--- config.mk ---
export PLATFORM = sky130hd
export DESIGN_NAME = pc_next_unit
export DESIGN_NICKNAME = d
export VERILOG_FILES = /design/src/rtl/pc_next_unit.sv
export SDC_FILE = /design/constraint.sdc
export NUM_CORES = 1
export LEC_CHECK = 0
export CORE_MARGIN = 4
export CORE_UTILIZATION = 50
export CTS_CLUSTER_DIAMETER = 30
export DETAILED_ROUTE_END_ITERATION = 16
export DONT_BUFFER_PORTS = 1
export HOLD_SLACK_MARGIN = 0.12
export PLACE_DENSITY = 0.74
export SLEW_MARGIN = 20
export SYNTH_ARGS = -nofsm -noshare
export SYNTH_HDL_FRONTEND = slang
export SYNTH_SLANG_ARGS = --single-unit
--- constraint.sdc ---
create_clock -name clk_i -period 9.7 [get_ports clk_i]
set_input_delay 0.97 -clock clk_i [delete_from_list [all_inputs] [get_ports clk_i]]
set_output_delay 0.97 -clock clk_i [all_outputs]
set_load 0.01 [all_outputs]
--- src/rtl/pc_next_unit.sv ---
// Program-counter register and next-PC selector: sequential, jump, branch and jr targets,
// with stall-time redirect capture and a sticky halt on misaligned jr targets.
module pc_next_unit #(
  parameter logic [31:0] RESET_PC = 32'h0000_0000,
  parameter int          CNT_W    = 32
) (
  input  logic             clk_i,
  input  logic             rst_i,
  input  logic             stall_i,
  input  logic             jump_en_i,
  input  logic [31:0]      jump_ext_i,
  input  logic             branch_en_i,
  input  logic [31:0]      branch_off_i,
  input  logic             jr_en_i,
  input  logic [31:0]      jr_addr_i,
  output logic [31:0]      pc_o,
  output logic [31:0]      pc_plus4_o,
  output logic             redirect_o,
  output logic             pend_o,
  output logic             misalign_o,
  output logic [CNT_W-1:0] fetch_cnt_o
);

  localparam logic [1:0] ST_RUN  = 2'd0;
  localparam logic [1:0] ST_HOLD = 2'd1;
  localparam logic [1:0] ST_HALT = 2'd2;

  logic [1:0]       state_q, state_d;
  logic [31:0]      pc_q, pc_d;
  logic [31:0]      pend_tgt_q, pend_tgt_d;
  logic             redirect_q, redirect_d;
  logic             pend_q, pend_d;
  logic             misalign_q, misalign_d;
  logic [CNT_W-1:0] cnt_q, cnt_d;

  logic [31:0] pc_plus4_s;
  logic [31:0] tgt_j_s;
  logic [31:0] tgt_b_s;
  logic [31:0] tgt_sel_s;
  logic        any_en_s;
  logic        jr_bad_s;
  logic        unused_bits_s;

  assign pc_plus4_s    = pc_q + 32'd4;
  assign tgt_j_s       = {pc_plus4_s[31:28], jump_ext_i[25:0], 2'b00};
  assign tgt_b_s       = pc_plus4_s + {branch_off_i[29:0], 2'b00};
  assign any_en_s      = jr_en_i | jump_en_i | branch_en_i;
  assign jr_bad_s      = jr_en_i & (jr_addr_i[1:0] != 2'b00);
  assign unused_bits_s = ^{jump_ext_i[31:26], branch_off_i[31:30]};

  // Target priority: jr over jump over branch.
  always_comb begin
    tgt_sel_s = tgt_b_s;
    if (jr_en_i) begin
      tgt_sel_s = jr_addr_i;
    end else if (jump_en_i) begin
      tgt_sel_s = tgt_j_s;
    end else begin
      tgt_sel_s = tgt_b_s;
    end
  end

  // Next-state logic for RUN/HOLD/HALT.
  always_comb begin
    state_d    = state_q;
    pc_d       = pc_q;
    pend_tgt_d = pend_tgt_q;
    redirect_d = 1'b0;
    pend_d     = pend_q;
    misalign_d = misalign_q;
    cnt_d      = cnt_q;
    case (state_q)
      ST_RUN: begin
        if (jr_bad_s) begin
          misalign_d = 1'b1;
          state_d    = ST_HALT;
        end else if (stall_i) begin
          if (any_en_s) begin
            pend_tgt_d = tgt_sel_s;
            pend_d     = 1'b1;
            state_d    = ST_HOLD;
          end else begin
            pend_d = 1'b0;
          end
        end else begin
          if (any_en_s) begin
            pc_d       = tgt_sel_s;
            redirect_d = 1'b1;
          end else begin
            pc_d = pc_plus4_s;
          end
          cnt_d = cnt_q + CNT_W'(1);
        end
      end
      ST_HOLD: begin
        // The first captured redirect wins; enables seen here are dropped.
        if (stall_i) begin
          pend_d = 1'b1;
        end else begin
          pc_d       = pend_tgt_q;
          pend_d     = 1'b0;
          redirect_d = 1'b1;
          cnt_d      = cnt_q + CNT_W'(1);
          state_d    = ST_RUN;
        end
      end
      ST_HALT: begin
        misalign_d = 1'b1;
      end
      default: begin
        pend_d  = 1'b0;
        state_d = ST_RUN;
      end
    endcase
  end

  // State registers with synchronous reset.
  always_ff @(posedge clk_i) begin
    if (rst_i) begin
      state_q    <= ST_RUN;
      pc_q       <= RESET_PC;
      pend_tgt_q <= 32'h0000_0000;
      redirect_q <= 1'b0;
      pend_q     <= 1'b0;
      misalign_q <= 1'b0;
      cnt_q      <= '0;
    end else begin
      state_q    <= state_d;
      pc_q       <= pc_d;
      pend_tgt_q <= pend_tgt_d;
      redirect_q <= redirect_d;
      pend_q     <= pend_d;
      misalign_q <= misalign_d;
      cnt_q      <= cnt_d;
    end
  end

  assign pc_o        = pc_q;
  assign pc_plus4_o  = pc_plus4_s;
  assign redirect_o  = redirect_q;
  assign pend_o      = pend_q;
  assign misalign_o  = misalign_q;
  assign fetch_cnt_o = cnt_q;

endmodule
==> out/qor.tcl, run 1 <==
set qor(routed_wirelength_um) 23300
set qor(place_area_um2) 7400
set qor(whs_path_depth) 2
set qor(synthSimpleGateAreaFrac_pct) 25.7
set qor(critPathBufInv) 0
set qor(post_cts_resize_count) 0
set qor(grt_pass1_wl_um) 35800
set qor(layout_commonest_cell) {nor2_1}
set qor(cp.arrival_ns) 5.15
set qor(cp-end-kind) {flip-flop}
set qor(cp-start-kind) {flip-flop}
set qor(vias) 7333
set qor(cts_root_buf) {clkbuf_16}
set qor(setup_viol) 0
set qor(count_of_cell_types_in_the_netlist) 65
set qor(dp_slack_ns) 4.91
set qor(ios) 201
set qor(min_path_type) {reg2reg}
set qor(initial_core_util_pct) 52.0
set qor(timing.critical_path.from) {pc_o[2]}
set qor(netlist_instances) 984
set qor(synthMuxAreaShare_pct) 1.37
set qor(crit-reg2reg-launch) {pc_o[2]}
set qor(crit_type) {reg2reg}
set qor(cp_slowest_cell) {nor2_1}
set qor(cts_htree_levels) 3
set qor(synth-async-reset-ratio_pct) 0
set qor(routed_via_density) 6.47
set qor(antenna_found_initial) 1
set qor(timing.final.ws_setup_ns) 4.81
set qor(finish.net_count) 1088
set qor(grt_setup_unrepaired) {false}
set qor(insertedDiodeCount) 0
set qor(worst_clock_skew_ns) 0.00686
set qor(max_cap_viols) 0
set qor(hp-start) {pend_tgt_q[23]}
set qor(timing.max_slew.rel_slack_pct) 31.9
set qor(area_growth_syn_to_layout_pct) 4.93
set qor(timing.critical_path.mode_cell) {nor2_1}
set qor(ff2ff_setup_slack_ns) 4.81
set qor(stdcell_area_um2) 7690
set qor(place.port_buffers) 0
set qor(timing.final.crit_share_pct) 50.4
set qor(worst_path_dominant_cell_family) {compound AO/OA/AOI/OAI gates}
set qor(post_cts_hold_buffer_count) 0
set qor(place.gp.congestion) 0.923
set qor(critical_path.max_fanout) 9
set qor(yosys_warnings) 0
set qor(ys_ff_latch) 101
set qor(finalWorstPathRequiredPeriod_ns) 4.89
set qor(drt-wirelength-per-cell_um) 20.5
set qor(post-route-drc-count) 0
set qor(critical_path_cell_by_cell) {ha_1 -> nand4_1 -> nor2_1 -> nand2b_4 -> nor2_1 -> xor2_1 -> ha_1 -> a21o_1 -> a211oi_1 -> a21o_1 -> nor2_1 -> a22oi_1 -> mux2i_1 -> and3_1 -> o211ai_1 -> a311oi_1}
set qor(synth-adder-area-share_pct) 6.59
set qor(cts_buffers) 9
set qor(postCtsSetupRepairBufs) 0
set qor(design.die.area_um2) 16700
set qor(cts_max_path_buffers) 2
set qor(grt_max_degree) 112
set qor(critical_path.max_stage_delay_ns) 0.55
set qor(drt_iter0_markers) 614
set qor(synth_edf_count) 0
set qor(fp.coreArea_um2) 14100
set qor(share_of_the_synthesized_area_in_compound_gates_ao_oa_aoi_oai_pct) 26.4
set qor(synthesized_area_fraction_occupied_by_xor_and_xnor_cells_pct) 8.37
set qor(worst_hold_end) {pend_tgt_q[23]}
set qor(status) {finished clean}
set qor(leak_nw) 2.94
set qor(hold_viol) 0
set qor(netlist_area_um2) 7330
set qor(detail-route-antenna-nets) 0
set qor(die_h_um) 129
set qor(first_global_vias) 6750
set qor(worst_skew_pair_latency_ns) 0.35
set qor(synth_top_family_by_area) {compound AO/OA/AOI/OAI gates}
set qor(grt_overall_usage_pct) 27.1
set qor(worstMarginPinSlew_ns) 1.02
set qor(final_max_slew_viol_count) 0
set qor(capturing_point_of_the_worst_reg2reg_path) {pc_o[31]}
set qor(synth.avg_cell_area_um2) 7.45
set qor(clk_pin_slew_worst_paths_ns) 0.07
set qor(gr-total-overflow) 0
set qor(number_of_sinks_driven_by_the_clock_tree) 101
set qor(core.rowCount) 43
set qor(yosys_most_used_dff) {dfxtp_1}
set qor(chipWidth_um) 129
set qor(tritoncts) {yes}
set qor(fin_tns_setup_ns) 0
set qor(drt_pass1_iterations) 5
set qor(layout.cells.most_common_list) {125 x nor2_1, 104 x nand2_1, 101 x dfxtp_1}
set qor(post_route_cells_drive_above_1_share_pct) 4.09
set qor(hpwl_um) 16900
set qor(fmax_ghz) 0.205
set qor(required_worst_endpoint_ns) 9.96
set qor(worst_ir_drop_vdd_mv) 0.0822
set qor(rr_worst_depth) 16
set qor(post_synthesis_sequential_area_ratio_pct) 27.6
set qor(p_per_area_nw_per_um2) 146
set qor(post_syn_nets) 1124
## per-layer routing
layer	wire, um	GRT usage [%]
met3	2380	8.78
met5	11	0
met2	10500	42.9
met1	9660	34.7
met4	737	9.70
## through the flow
stage | utilization (%) | total power, mW | hold WS (ns) | instances
final | 54.6 | 1.12 | 0.450 | 1133
after detailed placement | 52.5 | 0.777 | 0.440 | 1117
after CTS | 54.6 | 1.13 | 0.450 | 1133
after floorplan | - | 0.711 | 0.428 | 984
after global placement | 52.5 | 0.774 | 0.429 | 1117
after global routing | 54.6 | 1.19 | 0.470 | 1133
## cell families (layout without fill, tap and decap cells)
family,Yosys count,in the layout
adder cells (fa/ha/maj),38,38
AO/OA/AOI/OAI,299,299
AND/OR/NAND/NOR,396,396
multiplexers,10,10
buffers and inverters,73,42
flip-flops,101,101
XOR/XNOR,67,67
## synth_stat cells, drive strengths merged, types with 2 or more instances
library cell | number | area [um2]
nor2 | 125 | 469
nand2 | 104 | 390
dfxtp | 101 | 2020
a21oi | 98 | 494
clkbuf | 43 | 161
o21ai | 43 | 215
nand3 | 38 | 190
ha | 37 | 463
xor2 | 37 | 324
a211oi | 35 | 268
nor3 | 33 | 170
xnor2 | 30 | 289
nand4 | 23 | 159
o211ai | 22 | 165
or3 | 20 | 135
a21o | 18 | 135
inv | 16 | 60.1
and3 | 15 | 93.8
buf | 13 | 63.8
o21a | 11 | 82.6
mux2i | 10 | 100
o31ai | 10 | 75.1
nand2b | 9 | 63.8
nor4 | 8 | 50.1
a311oi | 7 | 61.3
o22ai | 7 | 43.8
a22oi | 6 | 45.0
a31oi | 6 | 37.5
a221oi | 5 | 43.8
and4 | 5 | 43.8
o21bai | 5 | 37.5
a21boi | 4 | 30.0
nand3b | 4 | 30.0
nor2b | 4 | 25.0
o31a | 4 | 35.0
o41ai | 4 | 35.0
and2 | 3 | 18.8
a41oi | 2 | 17.5
nand4b | 2 | 17.5
o211a | 2 | 20.0
o311ai | 2 | 17.5
## power by group
part / internal, mW / total [mW] / switching [mW]
clock: 0.183 / 0.350 / 0.167
sequential: 0.438 / 0.475 / 0.0373
combinational: 0.110 / 0.299 / 0.188
total: 0.731 / 1.12 / 0.393
## registers in the layout, indices dropped and copies added (netlist names)
register,count
pend_o,1
pc_o,32
redirect_o,1
state_q,2
fetch_cnt_o,32
misalign_o,1
pend_tgt_q,32
## worst max path at each step
stage | to | cells past startpoint | slack, ns
2_1_floorplan | pc_o[31] | 17 | 5.83
3_3_place_gp | pc_o[31] | 16 | 5.01
3_5_place_dp | pc_o[31] | 16 | 4.91
4_1_cts | pc_o[31] | 16 | 4.87
5_1_grt | pc_o[31] | 16 | 4.34
6_report | pc_o[31] | 16 | 4.81
## worst register-to-register path, cell delays in order, from the launching register on
cell	delay (ns)
dfxtp_1	0.51
ha_1	0.26
nand4_1	0.17
nor2_1	0.55
nand2b_4	0.14
nor2_1	0.14
xor2_1	0.54
ha_1	0.45
a21o_1	0.21
a211oi_1	0.39
a21o_1	0.21
nor2_1	0.05
a22oi_1	0.27
mux2i_1	0.32
and3_1	0.20
o211ai_1	0.09
a311oi_1	0.30
## cell type report
class | instances | area, um2
sequential | 101 | 2020
timing repair buffer | 9 | 67.6
tap | 180 | 225
clock buffer | 10 | 239
inverter | 17 | 63.8
multi-input combinational | 810 | 5030
clock inverter | 6 | 46.3
fill | 1391 | 6410
No activity file was read; power rests on OpenSTA's default activity.
==> inputs of run 2 (changes only) <==
--- a/config.mk
+++ b/config.mk
@@ -5,6 +5,7 @@
 export SDC_FILE = /design/constraint.sdc
 export NUM_CORES = 1
 export LEC_CHECK = 0
+export ABC_AREA = 1
 export CORE_MARGIN = 4
 export CORE_UTILIZATION = 50
 export CTS_CLUSTER_DIAMETER = 30
==> constraint.sdc (replaced) <==
create_clock -name clk_i -period 4.7 [get_ports clk_i]
set_input_delay 0.47 -clock clk_i [delete_from_list [all_inputs] [get_ports clk_i]]
set_output_delay 0.47 -clock clk_i [all_outputs]
set_load 0.01 [all_outputs]
==> run 2 against run 1 <==
Clock-buffer cell count increased by 2. Clock skew grew 0.0031 ns. Via count is 17% higher. Area after synthesis grew 9.4%. Die area up 8.8%. Highest routed layer is now met4.
==> out/qor.tcl, run 2 <==
set qor(status) {finished clean}
set qor(worst_path_dominant_cell_family) {simple AND/OR/NAND/NOR gates}
set qor(drt-wirelength-per-cell_um) 17.2
set qor(layout_commonest_cell) {nand2_1}
set qor(grt_overall_usage_pct) 28.5
set qor(worst_ir_drop_vdd_mv) 0.193
set qor(comb_power_share_pct) 28.1
set qor(crit_type) {reg2reg}
set qor(design.die.area_um2) 18100
set qor(hpwl_um) 20800
set qor(timing.critical_path.mode_cell) {nand2_1}
set qor(setup_viol) 0
set qor(gr-total-overflow) 0
set qor(synthTopCellsByCount) {364 x nand2_1, 192 x inv_1, 153 x nor2_1}
set qor(synth_edf_count) 0
set qor(intPower_mw) 1.52
set qor(fp.coreArea_um2) 15800
set qor(fin_tns_setup_ns) 0
set qor(cts_htree_levels) 3
set qor(required_worst_endpoint_ns) 4.93
set qor(clk_pin_slew_worst_paths_ns) 0.07
set qor(grt_pass1_wl_um) 41200
set qor(synthDominantCellAreaShare_pct) 25.2
set qor(grt_max_degree) 56
set qor(cp-start-kind) {flip-flop}
set qor(register_area_um2) 2020
set qor(hold_viol) 0
set qor(number_of_sinks_driven_by_the_clock_tree) 101
set qor(layout.cells.most_common_list) {364 x nand2_1, 192 x inv_1, 151 x nor2_1}
set qor(timing.final.crit_share_pct) 82.5
set qor(routed_via_density) 5.52
set qor(whs_path_depth) 1
set qor(detail-route-antenna-nets) 0
set qor(crit-reg2reg-launch) {pc_o[2]}
set qor(netlist_instances) 1349
set qor(critical_path.max_fanout) 6
set qor(synth-async-reset-ratio_pct) 0
set qor(stdcell_area_um2) 8500
set qor(post_cts_resize_count) 0
set qor(worst_hold_end) {fetch_cnt_o[27]}
set qor(place.port_buffers) 0
set qor(ys_ff_latch) 101
set qor(ff2ff_setup_slack_ns) 0.82
set qor(worst_skew_pair_latency_ns) 0.35
set qor(yosys_warnings) 0
set qor(first_global_vias) 7674
set qor(cts_root_buf) {clkbuf_16}
set qor(cp_slowest_cell) {dfxtp_1}
set qor(chipWidth_um) 135
set qor(min_path_type) {in2reg}
set qor(fmax_ghz) 0.258
set qor(synth.avg_cell_area_um2) 5.94
set qor(routed_wirelength_um) 26600
set qor(leak_nw) 4.06
set qor(insertedDiodeCount) 0
set qor(hp-start) {rst_i}
set qor(post_synth_main_area_contributors) {dfxtp_1 25%, nand2_1 17%, inv_1 9.0%}
set qor(cts_buffers) 9
set qor(final_non_filler_cells) 1550
set qor(drt_iter0_markers) 747
set qor(place_area_um2) 8210
set qor(cp-end-kind) {flip-flop}
set qor(p_per_area_nw_per_um2) 283
set qor(worstMarginPinSlew_ns) 0.751
set qor(rr_worst_depth) 22
set qor(post_synthesis_sequential_area_ratio_pct) 25.2
set qor(post_syn_nets) 1489
set qor(capturing_point_of_the_worst_reg2reg_path) {pend_tgt_q[27]}
set qor(critPathBufInv) 4
set qor(fillers) 1649
set qor(initial_core_util_pct) 50.7
set qor(multi_input_area_um2) 5090
set qor(power_frac_clock_pct) 30.4
set qor(netlist_area_um2) 8020
set qor(yosys_most_used_dff) {dfxtp_1}
set qor(worst_clock_skew_ns) 0.0100
set qor(switching_share_pct) 36.7
set qor(cp.arrival_ns) 4.11
set qor(switching_power_uw) 885
set qor(place.gp.congestion) 0.959
set qor(tritoncts) {yes}
set qor(post_cts_hold_buffer_count) 0
set qor(cts_max_path_buffers) 2
set qor(post-route-util_pct) 53.7
set qor(vias) 8556
set qor(final_max_slew_viol_count) 0
set qor(post-route-drc-count) 0
set qor(timing.max_slew.rel_slack_pct) 49.6
set qor(count_of_cell_types_in_the_netlist) 45
set qor(antenna_found_initial) 0
set qor(die_h_um) 135
set qor(post-synth-top-count-cell) {nand2_1}
set qor(core.rowCount) 46
set qor(critical_path.max_stage_delay_ns) 0.48
set qor(ios) 201
set qor(p_total_mw) 2.41
set qor(placedCellCount) 1534
set qor(grt_setup_unrepaired) {false}
set qor(area_growth_syn_to_layout_pct) 5.99
set qor(yosys.area.top_type) {dfxtp_1}
set qor(max_cap_viols) 0
set qor(finalWorstPathRequiredPeriod_ns) 3.88
set qor(drt_pass1_iterations) 5
set qor(finish.net_count) 1469
set qor(post_route_cells_drive_above_1_share_pct) 4.65
set qor(critical_path_cell_by_cell) {ha_1 -> nand2_1 -> inv_1 -> nand2_1 -> nor2_2 -> nand2_1 -> nor2_1 -> nand2_1 -> xnor2_1 -> buf_4 -> ha_1 -> nand2_1 -> nor2_1 -> inv_1 -> nor3_1 -> nand3_1 -> nand3_1 -> nand2_1 -> nand3_1 -> nand2_1 -> o21ai_0 -> inv_1}
set qor(postCtsSetupRepairBufs) 0
set qor(share_seq_of_total_power_pct) 41.5
[run 2: changes by cell type in the layout (fill, tap and decap cells not counted), moves of 18 or more]
cell	delta
a211oi_1	-32
inv_1	+176
nand2_1	+260
nand3_1	+40
nor2_1	+26
o21ai_0	+55
or3_1	-18
xnor2_1	-20
xor2_1	-19
[run 2: area by class of cell]
type / instances / share of cell area [%]
Clock buffer: 12 / 3.02
Clock inverter: 4 / 0.353
Inverter: 196 / 8.66
Multi-Input combinational cell: 1008 / 59.9
Sequential cell: 101 / 23.8
Tap cell: 216 / 3.18
Timing Repair Buffer: 13 / 1.15
[run 2: worst max path at each step]
stage / to / depth (start not counted) / start
final: pend_tgt_q[27] / 22 / pc_o[2]
after global routing: pend_tgt_q[27] / 22 / pc_o[2]
after CTS: pc_o[30] / 19 / pc_o[14]
after detailed placement: pc_o[30] / 19 / pc_o[14]
after global placement: pend_tgt_q[27] / 22 / pc_o[2]
after floorplan: pc_o[30] / 22 / pc_o[2]
[run 2: power by group through the flow]
stage,Sequential [mW],Combinational (mW),Clock (mW)
finish,1.00,0.677,0.731
global route,1.01,0.766,0.775
CTS,0.998,0.670,0.740
detailed placement,1.02,0.666,0
global placement,1.02,0.659,0
floorplan,0.990,0.511,0
[run 2: cell families after synthesis]
| logic type | share of synthesized area (%) |
|---|---|
| compound gates | 17.8 |
| xor+xnor | 2.84 |
| buf+inv | 11.4 |
| flops | 25.2 |
| fa+ha+maj | 6.02 |
| simple gates | 36.7 |
[run 2: stage by stage]
step	setup WS (ns)	hold WS, ns
2_1_floorplan	1.62	0.455
3_3_place_gp	0.938	0.462
3_5_place_dp	0.934	0.481
4_1_cts	0.896	0.180
5_1_grt	0.456	0.174
6_report	0.823	0.190
[run 2: layer usage]
| layer | global-route usage [%] | part of all wire (%) |
|---|---|---|
| met1 | 39.7 | 44 |
| met3 | 8.68 | 11 |
| met2 | 43.7 | 43 |
| met5 | 0 | 0 |
| met4 | 6.11 | 1.9 |
